File: config.mk
export PLATFORM = sky130hd
export DESIGN_NAME = hw_trigger_unit
export DESIGN_NICKNAME = d
export VERILOG_FILES = /design/src/rtl/hw_trigger_unit.sv
export SDC_FILE = /design/constraint.sdc
export NUM_CORES = 1
export LEC_CHECK = 0
export BUFFER_PORTS_ARGS = -buffer_cell sky130_fd_sc_hd__buf_2
export CAP_MARGIN = 25
export CORE_MARGIN = 4
export CORE_UTILIZATION = 30
export CTS_BUF_LIST = sky130_fd_sc_hd__clkbuf_2
export CTS_CLUSTER_DIAMETER = 120
export DETAILED_ROUTE_END_ITERATION = 8
export GPL_TIMING_DRIVEN = 1
export SKIP_LAST_GASP = 1
export SLEW_MARGIN = 25
export SYNTH_ARGS = -nofsm -noshare
export SYNTH_HDL_FRONTEND = slang
export SYNTH_SLANG_ARGS = --single-unit
File: constraint.sdc
create_clock -name cpu_clk_i -period 7.7 [get_ports cpu_clk_i]
set_input_delay 1.54 -clock cpu_clk_i [delete_from_list [all_inputs] [get_ports cpu_clk_i]]
set_output_delay 1.54 -clock cpu_clk_i [all_outputs]
set_load 0.02 [all_outputs]
File: src/rtl/hw_trigger_unit.sv
// rtl/hw_trigger_unit.sv - Sdtrig mcontrol trigger slots with CSR access and debug/breakpoint requests
// Optional feature macro: TRIG_ICOUNT_EN (slot 0 may also be programmed as an icount trigger).
`ifndef DATA_WIDTH
`define DATA_WIDTH 32
`endif

module hw_trigger_unit #(
   parameter int NUM_TRIG = 2,
   parameter int XLEN     = `DATA_WIDTH
) (
   input  logic                cpu_clk_i,
   input  logic                cpu_rstn_i,
   input  logic                dbg_mode_i,
   input  logic                csr_wr_en_i,
   input  logic [11:0]         csr_addr_i,
   input  logic [XLEN-1:0]     csr_wr_data_i,
   output logic [XLEN-1:0]     csr_rd_data_o,
   input  logic [XLEN-1:0]     pc_ex_i,
   input  logic                pc_ex_vld_i,
   input  logic [XLEN-1:0]     mem_addr_ex_i,
   input  logic                load_ex_i,
   input  logic                store_ex_i,
   input  logic                instr_retire_i,
   output logic                breakpoint_o,
   output logic                breakpoint_exp_o,
   output logic [NUM_TRIG-1:0] trig_hit_o
);
   localparam int TSW = (NUM_TRIG > 1) ? $clog2(NUM_TRIG) : 1;
   localparam logic [11:0] A_TSELECT = 12'h7A0;
   localparam logic [11:0] A_TDATA1  = 12'h7A1;
   localparam logic [11:0] A_TDATA2  = 12'h7A2;

   logic [TSW-1:0]                 tselect_q;
   logic [NUM_TRIG-1:0]            dmode_q, hit_q, timing_q, chain_q, m_q, exe_q, st_q, ld_q;
   logic [NUM_TRIG-1:0][3:0]       action_q, match_q;
   logic [NUM_TRIG-1:0][XLEN-1:0]  tdata2_q;
   logic                           bp_q, exc_q;
   logic                           bp_d, exc_d;
   logic [NUM_TRIG-1:0]            fire_d;
   logic                           qual, grp, mem_sel;
   logic [XLEN-1:0]                rd_t1;
   logic [3:0]                     wr_type;
   logic                           wr_ok;
`ifdef TRIG_ICOUNT_EN
   logic                           icount_q;
   logic [13:0]                    count_q;
`else
   logic                           unused_retire;
   assign unused_retire = instr_retire_i;
`endif

   // NAPOT: the low k+1 bits are don't-care, k = trailing ones of tdata2
   function automatic logic addr_cmp(input logic [3:0] mode, input logic [XLEN-1:0] a,
                                     input logic [XLEN-1:0] t);
      logic [XLEN-1:0] care;
      care = ~(t ^ (t + XLEN'(1)));
      case (mode)
         4'd0:    addr_cmp = (a == t);
         4'd1:    addr_cmp = ((a & care) == (t & care));
         4'd2:    addr_cmp = (a >= t);
         4'd3:    addr_cmp = (a < t);
         default: addr_cmp = 1'b0;
      endcase
   endfunction

   // qual carries "previous slot of the chain matched" into the next slot
   always_comb begin
      fire_d  = '0;
      qual    = 1'b1;
      grp     = 1'b0;
      mem_sel = 1'b0;
      bp_d    = 1'b0;
      exc_d   = 1'b0;
      for (int i = 0; i < NUM_TRIG; i++) begin
         mem_sel = (ld_q[i] && load_ex_i) || (st_q[i] && store_ex_i);
         grp = qual && m_q[i] &&
               ((exe_q[i] && pc_ex_vld_i && addr_cmp(match_q[i], pc_ex_i, tdata2_q[i])) ||
                (mem_sel && addr_cmp(match_q[i], mem_addr_ex_i, tdata2_q[i])));
         fire_d[i] = grp && !dbg_mode_i && ((i == NUM_TRIG - 1) || !chain_q[i]);
         qual = chain_q[i] ? grp : 1'b1;
      end
`ifdef TRIG_ICOUNT_EN
      if (icount_q && instr_retire_i && !dbg_mode_i && count_q == 14'd1)
         fire_d[0] = 1'b1;
`endif
      for (int i = 0; i < NUM_TRIG; i++) begin
         if (fire_d[i] && action_q[i] == 4'd1 && dmode_q[i]) bp_d = 1'b1;
         if (fire_d[i] && action_q[i] == 4'd0) exc_d = 1'b1;
      end
      if (bp_d) exc_d = 1'b0;
   end

   always_comb begin
      rd_t1                = '0;
      rd_t1[XLEN-1 -: 4]   = 4'd2;
      rd_t1[XLEN-5]        = dmode_q[tselect_q];
      rd_t1[XLEN-6 -: 6]   = 6'd63;
      rd_t1[20]            = hit_q[tselect_q];
      rd_t1[18]            = timing_q[tselect_q];
      rd_t1[15:12]         = action_q[tselect_q];
      rd_t1[11]            = chain_q[tselect_q];
      rd_t1[10:7]          = match_q[tselect_q];
      rd_t1[6]             = m_q[tselect_q];
      rd_t1[2]             = exe_q[tselect_q];
      rd_t1[1]             = st_q[tselect_q];
      rd_t1[0]             = ld_q[tselect_q];
`ifdef TRIG_ICOUNT_EN
      if (icount_q && tselect_q == '0) begin
         rd_t1              = '0;
         rd_t1[XLEN-1 -: 4] = 4'd3;
         rd_t1[XLEN-5]      = dmode_q[0];
         rd_t1[24]          = hit_q[0];
         rd_t1[23:10]       = count_q;
         rd_t1[3:0]         = action_q[0];
      end
`endif
   end

   always_comb begin
      case (csr_addr_i)
         A_TSELECT: csr_rd_data_o = XLEN'(tselect_q);
         A_TDATA1:  csr_rd_data_o = rd_t1;
         A_TDATA2:  csr_rd_data_o = tdata2_q[tselect_q];
         default:   csr_rd_data_o = '0;
      endcase
   end

   assign wr_type = csr_wr_data_i[XLEN-1 -: 4];
   assign wr_ok   = !(dmode_q[tselect_q] && !dbg_mode_i);

   always_ff @(posedge cpu_clk_i or negedge cpu_rstn_i) begin
      if (!cpu_rstn_i) begin
         tselect_q <= '0;
         dmode_q   <= '0;
         hit_q     <= '0;
         timing_q  <= '0;
         chain_q   <= '0;
         m_q       <= '0;
         exe_q     <= '0;
         st_q      <= '0;
         ld_q      <= '0;
         action_q  <= '0;
         match_q   <= '0;
         tdata2_q  <= '0;
         bp_q      <= 1'b0;
         exc_q     <= 1'b0;
`ifdef TRIG_ICOUNT_EN
         icount_q  <= 1'b0;
         count_q   <= '0;
`endif
      end else begin
         bp_q  <= bp_d;
         exc_q <= exc_d;
`ifdef TRIG_ICOUNT_EN
         if (icount_q && instr_retire_i && !dbg_mode_i && count_q != '0)
            count_q <= count_q - 14'd1;
`endif
         if (csr_wr_en_i) begin
            if (csr_addr_i == A_TSELECT && csr_wr_data_i < XLEN'(NUM_TRIG))
               tselect_q <= csr_wr_data_i[TSW-1:0];
            if (wr_ok && csr_addr_i == A_TDATA2)
               tdata2_q[tselect_q] <= csr_wr_data_i;
            if (wr_ok && csr_addr_i == A_TDATA1 && wr_type == 4'd2) begin
               dmode_q[tselect_q]  <= dbg_mode_i & csr_wr_data_i[XLEN-5];
               hit_q[tselect_q]    <= csr_wr_data_i[20];
               timing_q[tselect_q] <= csr_wr_data_i[18];
               action_q[tselect_q] <= csr_wr_data_i[15:12];
               chain_q[tselect_q]  <= csr_wr_data_i[11];
               match_q[tselect_q]  <= csr_wr_data_i[10:7];
               m_q[tselect_q]      <= csr_wr_data_i[6];
               exe_q[tselect_q]    <= csr_wr_data_i[2];
               st_q[tselect_q]     <= csr_wr_data_i[1];
               ld_q[tselect_q]     <= csr_wr_data_i[0];
`ifdef TRIG_ICOUNT_EN
               if (tselect_q == '0) icount_q <= 1'b0;
`endif
            end
`ifdef TRIG_ICOUNT_EN
            if (wr_ok && csr_addr_i == A_TDATA1 && wr_type == 4'd3 && tselect_q == '0) begin
               icount_q    <= 1'b1;
               dmode_q[0]  <= dbg_mode_i & csr_wr_data_i[XLEN-5];
               hit_q[0]    <= csr_wr_data_i[24];
               count_q     <= csr_wr_data_i[23:10];
               action_q[0] <= csr_wr_data_i[3:0];
               chain_q[0]  <= 1'b0;
               m_q[0]      <= 1'b0;
               exe_q[0]    <= 1'b0;
               st_q[0]     <= 1'b0;
               ld_q[0]     <= 1'b0;
            end
`endif
         end
         for (int i = 0; i < NUM_TRIG; i++)
            if (fire_d[i]) hit_q[i] <= 1'b1;
      end
   end

   assign breakpoint_o     = bp_q;
   assign breakpoint_exp_o = exc_q;
   assign trig_hit_o       = hit_q;

endmodule

==> summary.txt <==
Status: finished, final reports clean
Sequential share of power: 47.5%
Post-DP HPWL: 36700 um
Area post-placement: 12700 um^2
Post-route ant nets: 0
H-tree depth reported by CTS: 3
Final Cycle Share: 72.0%
Cell seen most often among critical-path stages: nor2_1
DR vias: 10700
Die W: 203 um
Post-synth EDFFs: 0
Post-CTS Setup Inserts: 0
Setup crit start: tdata2_q[34]
# fillers: 3983
DP Cell Count: 1972
Max-cap violation count: 0
Pin count of the biggest net entering global routing: 55
Share of cells above drive strength 1: 16.0%
R2R depth: 20
Slowest stage delay, CP: 560 ps
Switching Share: 37.4%
DRC: 0
Initial DRT Pass Iterations: 5
Share of synthesized registers carrying an async set or reset: 100%
Pwr Total: 1.10 mW
TritonCTS Buffers: 9
DR WL/cell: 21.8 um
Worst path slowest cell: dfrtp_1
Met2 Usage GRT: 33.2%
Design area: 12900 um^2
Final-stage net count: 1780
Maximum VDD drop: 0.0985 mV
Critical path arrival: 6190 ps
Routed vias/inst: 5.39
PD cells: 85.8 nW/um^2
Worst Setup Path Type: reg -> reg
Fin. Hold Viols: 0
Count of warnings emitted by yosys: 0
Met1 Use GR: 28.0%
Net switching component of the power: 0.412 mW
Core footprint: 37600 um^2
RSZ-0062 raised after global routing: no
Fin util: 34.2%
Synth cell types: 56
Reg-to-Reg Start: tdata2_q[34]
DP Worst Slack: 2260 ps
Clock tree buffer depth: 2
Register Area: 2480 um^2
Sequential fraction of the synthesis area: 21.7%
CP Capture Point: breakpoint_exp_o
PostCTS Resize Cnt: 0
Critical-path cell list: inv_1 -> nor2_1 -> nand4_1 -> or3_1 -> nor2_1 -> inv_1 -> nor2_1 -> nand3_1 -> or3_1 -> ha_1 -> xor2_1 -> nand2_1 -> xnor2_1 -> nor4_1 -> nand4_1 -> nor4_1 -> nor3_1 -> o211a_1 -> nand3b_1 -> a211o_1
Clock slew at reported path FFs: 320 ps
Synthesized area: 11400 um^2
R2r setup slk: 2160 ps
Combinational share of power: 27.7%
PnR worst setup slack: 2160 ps
Rel. slew slack: 30.3%
Register bit count reported by yosys: 99
Area Growth Syn to Fin: 12.9%
Mapped Avg Cell Area: 8.58 um^2
Clk pwr share: 24.7%
Slew Viols, Final: 0
Initial Util: 30.3%
TritonCTS clock tree: done
Syn nets: 1636
Crit-path max FO: 6
I/O pin cnt: 152
Clock tree root driver cell: clkbuf_2
Tmin final: 5540 ps
CTS Hold Bufs: 0
Die Y: 203 um
CP startpoint kind: flip-flop
First-pass GRT wire length: 65400 um
Vias in the first global route: 10500
Leakage: 6.03 nW
Worst-Skew Late Latency: 700 ps
Main synth FF type: dfrtp_1
Port Buf Inserts: 150
Multi-input logic area: 8500 um^2
Most Crowded Layer GR: met2
Worst hold start: timing_q[0]
Worst Hold Class: reg -> reg
WP data required: 8350 ps
P_int: 0.691 mW
TritonCTS Sinks: 99
Post-Route Setup TNS: 0 ps
Final std cells w/o fill: 1989
Synthesized instance count: 1328
Initial antenna violation count: 1
Die area: 41200 um^2
Worst-Margin Slew: 1040 ps
Reg-to-Reg End: breakpoint_exp_o
Maximum clock frequency: 180 MHz
M3 GR Usage: 3.77%
Clock skew: 47.9 ps
Std-Cell Rows: 71
DR iter-0 viols: 734
Drt total wl: 43400 um
Crit end category: flip-flop
Final Setup Violations: 0
Total track usage: 20.9%
Total grt overflow: 0
Min Hold Slack: 552 ps
GP Congestion: 1.00
layout by cell type (no fill, tap or decap), types with 38 or more instances in the layout:
cell type	instances
xor2_1	127
dfrtp_1	98
buf_2	149
nor2_1	38
xnor2_1	58
mux2i_1	48
a21oi_1	53
o21ai_0	52
inv_1	83
nand4_1	70
mux2_2	51
ha_1	192
nand2_1	210
power by group through the flow:
| stage | Combinational, mW | Clock (mW) | Sequential [mW] |
|---|---|---|---|
| after floorplan | 0.163 | 0 | 0.532 |
| after global placement | 0.296 | 0 | 0.532 |
| after detailed placement | 0.302 | 0 | 0.532 |
| after CTS | 0.304 | 0.286 | 0.524 |
| after global routing | 0.336 | 0.302 | 0.525 |
| final | 0.306 | 0.273 | 0.524 |
cell type report:
class | count | share of cell area [%]
multi-input cells | 1120 | 66.0
clock buffers | 9 | 0.350
inverters | 83 | 2.42
repair buffers | 159 | 6.38
clock inverters | 7 | 0.545
diodes | 1 | 0.0195
well taps | 511 | 4.97
flip-flops and latches | 99 | 19.3
cell usage after synthesis, types with 3 or more instances:
| cell | n | area (um^2) |
|---|---|---|
| nor4_1 | 37 | 231 |
| a21o_1 | 9 | 67.6 |
| nand2_1 | 210 | 788 |
| o22ai_1 | 16 | 100 |
| inv_1 | 83 | 312 |
| o21ai_1 | 10 | 50.1 |
| nor2b_1 | 8 | 50.1 |
| mux2i_1 | 48 | 480 |
| ha_1 | 192 | 2400 |
| xor2_1 | 127 | 1110 |
| mux2_1 | 8 | 90.1 |
| buf_2 | 5 | 25.0 |
| a211oi_1 | 7 | 52.6 |
| or3_1 | 9 | 56.3 |
| and3_1 | 7 | 43.8 |
| o211ai_1 | 4 | 30.0 |
| nand2b_1 | 5 | 31.3 |
| nor4b_1 | 6 | 52.6 |
| dfrtp_1 | 99 | 2480 |
| buf_1 | 3 | 11.3 |
| a211o_1 | 4 | 35.0 |
| clkbuf_1 | 17 | 63.8 |
| nor3_1 | 19 | 95.1 |
| xnor2_1 | 58 | 508 |
| mux2_2 | 51 | 574 |
| a21oi_1 | 53 | 265 |
| nand4_1 | 70 | 438 |
| nand3_1 | 33 | 165 |
| o21ai_0 | 52 | 260 |
| nor2_1 | 38 | 143 |
| nand3b_1 | 3 | 22.5 |
how the worst min path moves through the flow:
stage	endpoint	slack, ps	cells after the start
CTS	timing_q[0]	540	1
finish	timing_q[0]	550	1
global placement	timing_q[0]	470	1
global route	timing_q[0]	570	1
detailed placement	timing_q[0]	480	1
floorplan	timing_q[0]	460	1
cells by family (layout without fill, tap and decap cells):
logic type	count (synthesis)	after routing	synth area share (%)
adders and majority gates	192	192	21.1
AOI/OAI and AO/OA	176	176	9.18
buffers and inverters	109	258	3.71
and+or+nand+nor	459	459	19.9
muxes	107	107	10.0
DFF	99	99	21.7
other	0	1	0
xor gates and xnor gates	186	186	14.4
worst max-delay path: cells and delay by family, from the launching register on:
kind	cells	cell delay (ps)
adder cells (fa/ha/maj)	1	290
flip-flops	1	560
AND/OR/NAND/NOR	13	3570
XOR/XNOR	2	330
AO/OA/AOI/OAI	2	480
buffers and inverters	2	260
metal layers:
metal,vias to the layer above,part of all wire (%)
met4,0,4.2
li1,5058,-
met3,75,7.1
met2,406,45
met1,5190,43
met5,-,0
sequential cells by signal, summed over array words and instances, names as in the netlist:
register,flops
exe_q,2
tselect_q,1
dmode_q,2
trig_hit_o,2
match_q,8
st_q,2
chain_q,2
timing_q,2
breakpoint_o,1
tdata2_q,64
m_q,2
breakpoint_exp_o,1
ld_q,2
action_q,8
(Power assumes the default switching activity.)
